### src/rtl/result_bcd_converter.sv
// Converts a multiplier product into sign + packed BCD digits with an
// iterative shift-add-3 (double-dabble) sequence, one bit per clock.
module result_bcd_converter #(
  parameter int WORD_LENGTH = 5,
  parameter int DIGITS      = 4
) (
  input  logic                       clk,
  input  logic                       reset,
  input  logic                       start,
  input  logic                       op,
  input  logic [2*WORD_LENGTH-1:0]   Result,
  output logic                       busy,
  output logic                       done,
  output logic                       sign,
  output logic [4*DIGITS-1:0]        BCD
);

  localparam int PW = 2 * WORD_LENGTH;
  localparam int BW = 4 * DIGITS;
  localparam int CW = $clog2(PW + 1);

  localparam logic [1:0] IDLE    = 2'd0;
  localparam logic [1:0] CONVERT = 2'd1;
  localparam logic [1:0] DONE    = 2'd2;

  localparam logic [CW-1:0] LAST_ITER = CW'(PW - 1);

  logic [1:0]    state;
  logic [PW-1:0] mag;
  logic [PW-1:0] mag_next;
  logic [PW-1:0] start_mag;
  logic          start_neg;
  logic [BW-1:0] bcd_work;
  logic [BW-1:0] bcd_adj;
  logic [BW-1:0] bcd_next;
  logic [CW-1:0] count;
  logic          sign_r;

  // Zero-extended negation, so the most negative product keeps its full magnitude.
  assign start_neg = op && Result[PW-1];
  assign start_mag = start_neg ? (~Result + PW'(1)) : Result;

  // NOTE: every variable written in always_comb gets a default first, otherwise
  // a path that skips the assignment infers a latch.
  always_comb begin
    bcd_adj = bcd_work;
    for (int d = 0; d < DIGITS; d++) begin
      if (bcd_work[4*d +: 4] >= 4'd5) begin
        bcd_adj[4*d +: 4] = bcd_work[4*d +: 4] + 4'd3;
      end
    end
    {bcd_next, mag_next} = {bcd_adj, mag} << 1;
  end

  // NOTE: sequential state uses non-blocking assignments so every register
  // samples pre-edge values regardless of statement order.
  always_ff @(posedge clk) begin
    if (reset) begin
      state    <= IDLE;
      busy     <= 1'b0;
      done     <= 1'b0;
      sign     <= 1'b0;
      BCD      <= '0;
      mag      <= '0;
      bcd_work <= '0;
      count    <= '0;
      sign_r   <= 1'b0;
    end else begin
      case (state)
        // DONE returns to IDLE on its exit edge; a start seen on that same
        // edge is taken directly, giving one conversion per PW+1 cycles.
        IDLE, DONE: begin
          done <= 1'b0;
          if (start) begin
            mag      <= start_mag;
            sign_r   <= start_neg;
            bcd_work <= '0;
            count    <= '0;
            busy     <= 1'b1;
            state    <= CONVERT;
          end else begin
            state <= IDLE;
          end
        end

        CONVERT: begin
          mag      <= mag_next;
          bcd_work <= bcd_next;
          count    <= count + CW'(1);
          if (count == LAST_ITER) begin
            BCD   <= bcd_next;
            sign  <= sign_r;
            busy  <= 1'b0;
            done  <= 1'b1;
            state <= DONE;
          end
        end

        default: begin
          busy  <= 1'b0;
          done  <= 1'b0;
          state <= IDLE;
        end
      endcase
    end
  end

endmodule

### config.mk
export PLATFORM = sky130hd
export DESIGN_NAME = result_bcd_converter
export DESIGN_NICKNAME = d
export VERILOG_FILES = /design/src/rtl/result_bcd_converter.sv
export SDC_FILE = /design/constraint.sdc
export NUM_CORES = 1
export LEC_CHECK = 0
export BUFFER_PORTS_ARGS = -buffer_cell sky130_fd_sc_hd__buf_4
export CAP_MARGIN = 20
export CORE_MARGIN = 2
export CORE_UTILIZATION = 30
export DETAILED_ROUTE_END_ITERATION = 8
export SKIP_CTS_REPAIR_TIMING = 1
export SYNTH_ARGS = -nofsm -noshare
export SYNTH_HDL_FRONTEND = slang
export SYNTH_SLANG_ARGS = --single-unit
### constraint.sdc
create_clock -name clk -period 3.55 [get_ports clk]
set_clock_uncertainty 0.1 [all_clocks]
set_input_delay 0 -clock clk [delete_from_list [all_inputs] [get_ports clk]]
set_output_delay 0 -clock clk [all_outputs]
set_load 0.05 [all_outputs]
==> flow_metrics.py <==
metrics = {
    "clock_tree": {
        "cts_sinks": 52,
        "cts_buffers": 5,
        "cts.path.max_buffers": 2,
        "cts-root-buf": "clkbuf_8",
        "h-tree-depth": 2,
        "clkTransAtPathRegs_ns": 0.09,
        "cts_tree": "done",
        "clock_latency_ns": 0.30,
    },
    "die": {
        "start_util_pct": 31.2,
        "ioPinCount": 33,
        "dieWidth_um": 94.1,
        "die_area_um2": 8850,
        "core_area_um2": 7810,
        "rows": 32,
        "die_y_um": 94.1,
    },
    "critical_path": {
        "critPathKind": "in -> reg",
        "slowest_delay_ns": 0.53,
        "cp.buffers_inverters": 3,
        "critPathSlowestCell": "dlygate4sd3_1",
        "end_kind": "flop",
        "critical_path.top_delay_family": "buffers and inverters",
        "cp-start-kind": "input port",
        "critical_path_peak_fanout": 4,
        "crit_chain": "dlygate4sd3_1 > buf_4 > nor4_1 > nand2_1 > o41ai_1 > a31o_2 > dlygate4sd3_1",
        "crit_top_cell": "dlygate4sd3_1",
        "required_ns": 3.70,
        "critPathArrivalTime_ns": 2.26,
    },
    "placed_design": {
        "gp_congestion": 0.787,
        "port-buffer-count": 32,
        "dpl.hpwl_um": 3510,
    },
    "drt": {
        "final_antenna_net_count": 0,
        "drtIter0Drc": 43,
        "vias": 2047,
        "vias_per_cell": 4.90,
        "wirelength_met1_um": 2510,
        "wl_per_cell_um": 12.3,
        "firstDrtPassIters": 4,
        "wl_met2_um": 2380,
        "drc": 0,
        "top_signal_layer_used": "met4",
        "met3_length_um": 191,
        "drt-total-wl_um": 5130,
    },
    "power_and_ir_drop": {
        "peakVddDrop_mv": 0.137,
        "p_leak_nw": 1.06,
        "powerDensity_nw_per_um2": 363,
    },
    "yosys": {
        "ys_types": 38,
        "ys_seq_area_share_pct": 42.8,
        "synth_area_leaders": "dfxtp_1 (43%), ha_1 (5.7%), o21ai_0 (4.3%), xnor2_1 (4.0%), nand2b_1 (3.9%)",
        "ys_ff_latch": 52,
        "ys_async_sr_fraction_pct": 0,
        "synth_warnings": 0,
        "synth_top_area_cell": "dfxtp_1",
        "postSynthCellCount": 277,
        "synth_commonest_cells": "dfxtp_1 (52), nand2_1 (23), nor2_1 (23)",
        "synthesis.nets": 302,
        "synth_edf_count": 0,
        "syn_area_um2": 2430,
        "synth.most_common_cell": "dfxtp_1",
        "syn_avg_cell_area_um2": 8.79,
        "ys.flop_type": "dfxtp_1",
        "synth.top_cell.area_share_pct": 42.8,
    },
    "layout": {
        "drive_gt1_share_pct": 17.4,
        "final_net_count": 341,
        "nFillCells": 815,
        "utilization_pct": 37.9,
        "area_growth_pct": 21.5,
        "diodes": 0,
        "multiInputGateArea_um2": 1280,
        "regArea_um2": 1040,
    },
    "timing": {
        "hold_viol_final": 0,
        "slew_viol_final": 0,
        "relSlewSlack_pct": 34.3,
        "period_needed_ns": 2.11,
        "max_freq_mhz": 475,
        "final.period_utilization_pct": 59.3,
        "tightestPinTransition_ns": 0.984,
        "setup_tns_ns": 0,
        "finalSetupViolations": 0,
        "rsz0062_at_grt": "no",
        "whs_ns": 0.0497,
    },
    "global_route": {
        "grt_pass1_vias": 1868,
        "grt_pass1_wl_um": 8340,
        "grt_overflow": 0,
        "antenna_found_initial": 0,
        "grt_max_degree": 39,
        "grt.total_usage_pct": 11.7,
    },
    "outcome": {
        "outcome": "finished, final reports clean",
    },
    "job": {
        "drv_cap": 0,
    },
    "min_path": {
        "hold_class": "in -> reg",
    },
}
worst register-to-register path, stage by stage, from the launching register on:
cell	delay (ns)
dfxtp_1	0.41
ha_1	0.17
nand3b_1	0.17
nor2_2	0.79
mux2i_1	0.29
nor2_1	0.06
through the flow:
step | worst slack, ns | cell area [um2] | power (mW) | instances
floorplan | 1.99 | 2430 | 0.687 | 277
global placement | 1.53 | 2740 | 0.719 | 399
detailed placement | 1.45 | 2740 | 0.720 | 399
CTS | 1.43 | 2840 | 1.08 | 406
global route | 1.23 | 2960 | 1.13 | 418
finish | 1.44 | 2960 | 1.07 | 418
per-layer routing:
layer	vias up	track usage [%]
li1	1057	-
met1	952	15.1
met2	34	19.2
met3	4	3.37
met4	0	3.26
met5	-	0
cell type report:
cell class              count  area share (%)
clock buffers               7            3.26
flip-flops and latches     52            35.2
well taps                 102            4.31
multi-input cells         199            43.3
repair buffers             44            12.2
inverters                  14            1.78
where the power goes:
group / total (mW) / switching, mW / leakage, nW / internal, mW
Combinational: 0.110 / 0.0617 / 0.591 / 0.0483
Sequential: 0.606 / 0.00966 / 0.421 / 0.596
Clock: 0.359 / 0.185 / 0.0503 / 0.174
state kept, by name, summed over array words and instances, names as in the netlist:
name,count
BCD,16
bcd_work,16
busy,1
count,4
done,1
mag,10
sign,1
sign_r,1
state,2
kinds of logic after synthesis:
group	synth area share (%)
compound gates	19.4
xor+xnor	3.96
fa+ha+maj	5.65
buf+inv	4.68
flops	42.8
mux	4.06
simple gates	19.5
path summary, 6_finish.rpt:
check / to / slack (ns) / startpoint / cells past startpoint
max: mag[9] / 1.44 / Result[4] / 7
min reg2reg: done / 0.36 / done / 2
max reg2reg: BCD[0] / 1.45 / count[0] / 5
min: mag[2] / 0.05 / op / 5
cell usage in the layout (no fill, tap or decap), types with 2 or more instances in the layout:
| master | netlist | routed |
|---|---|---|
| a211oi_1 | 3 | 3 |
| a21oi_1 | 18 | 18 |
| a22oi_1 | 8 | 8 |
| a311oi_1 | 4 | 4 |
| a31oi_1 | 3 | 3 |
| buf_4 | 2 | 32 |
| clkbuf_8 | 0 | 7 |
| dfxtp_1 | 52 | 52 |
| dlygate4sd3_1 | 0 | 12 |
| ha_1 | 11 | 11 |
| inv_1 | 14 | 14 |
| mux2_2 | 7 | 7 |
| mux2i_1 | 2 | 2 |
| nand2_1 | 23 | 23 |
| nand2b_1 | 15 | 15 |
| nand3b_1 | 3 | 3 |
| nor2_1 | 23 | 23 |
| nor2_2 | 2 | 2 |
| nor3_1 | 5 | 5 |
| nor3_2 | 2 | 2 |
| nor3b_1 | 5 | 5 |
| o21ai_0 | 21 | 21 |
| o21ai_1 | 3 | 3 |
| o22ai_1 | 15 | 15 |
| or3_1 | 2 | 2 |
| or3b_2 | 3 | 3 |
| xnor2_1 | 11 | 11 |
Power figures use the tool's default switching activity.
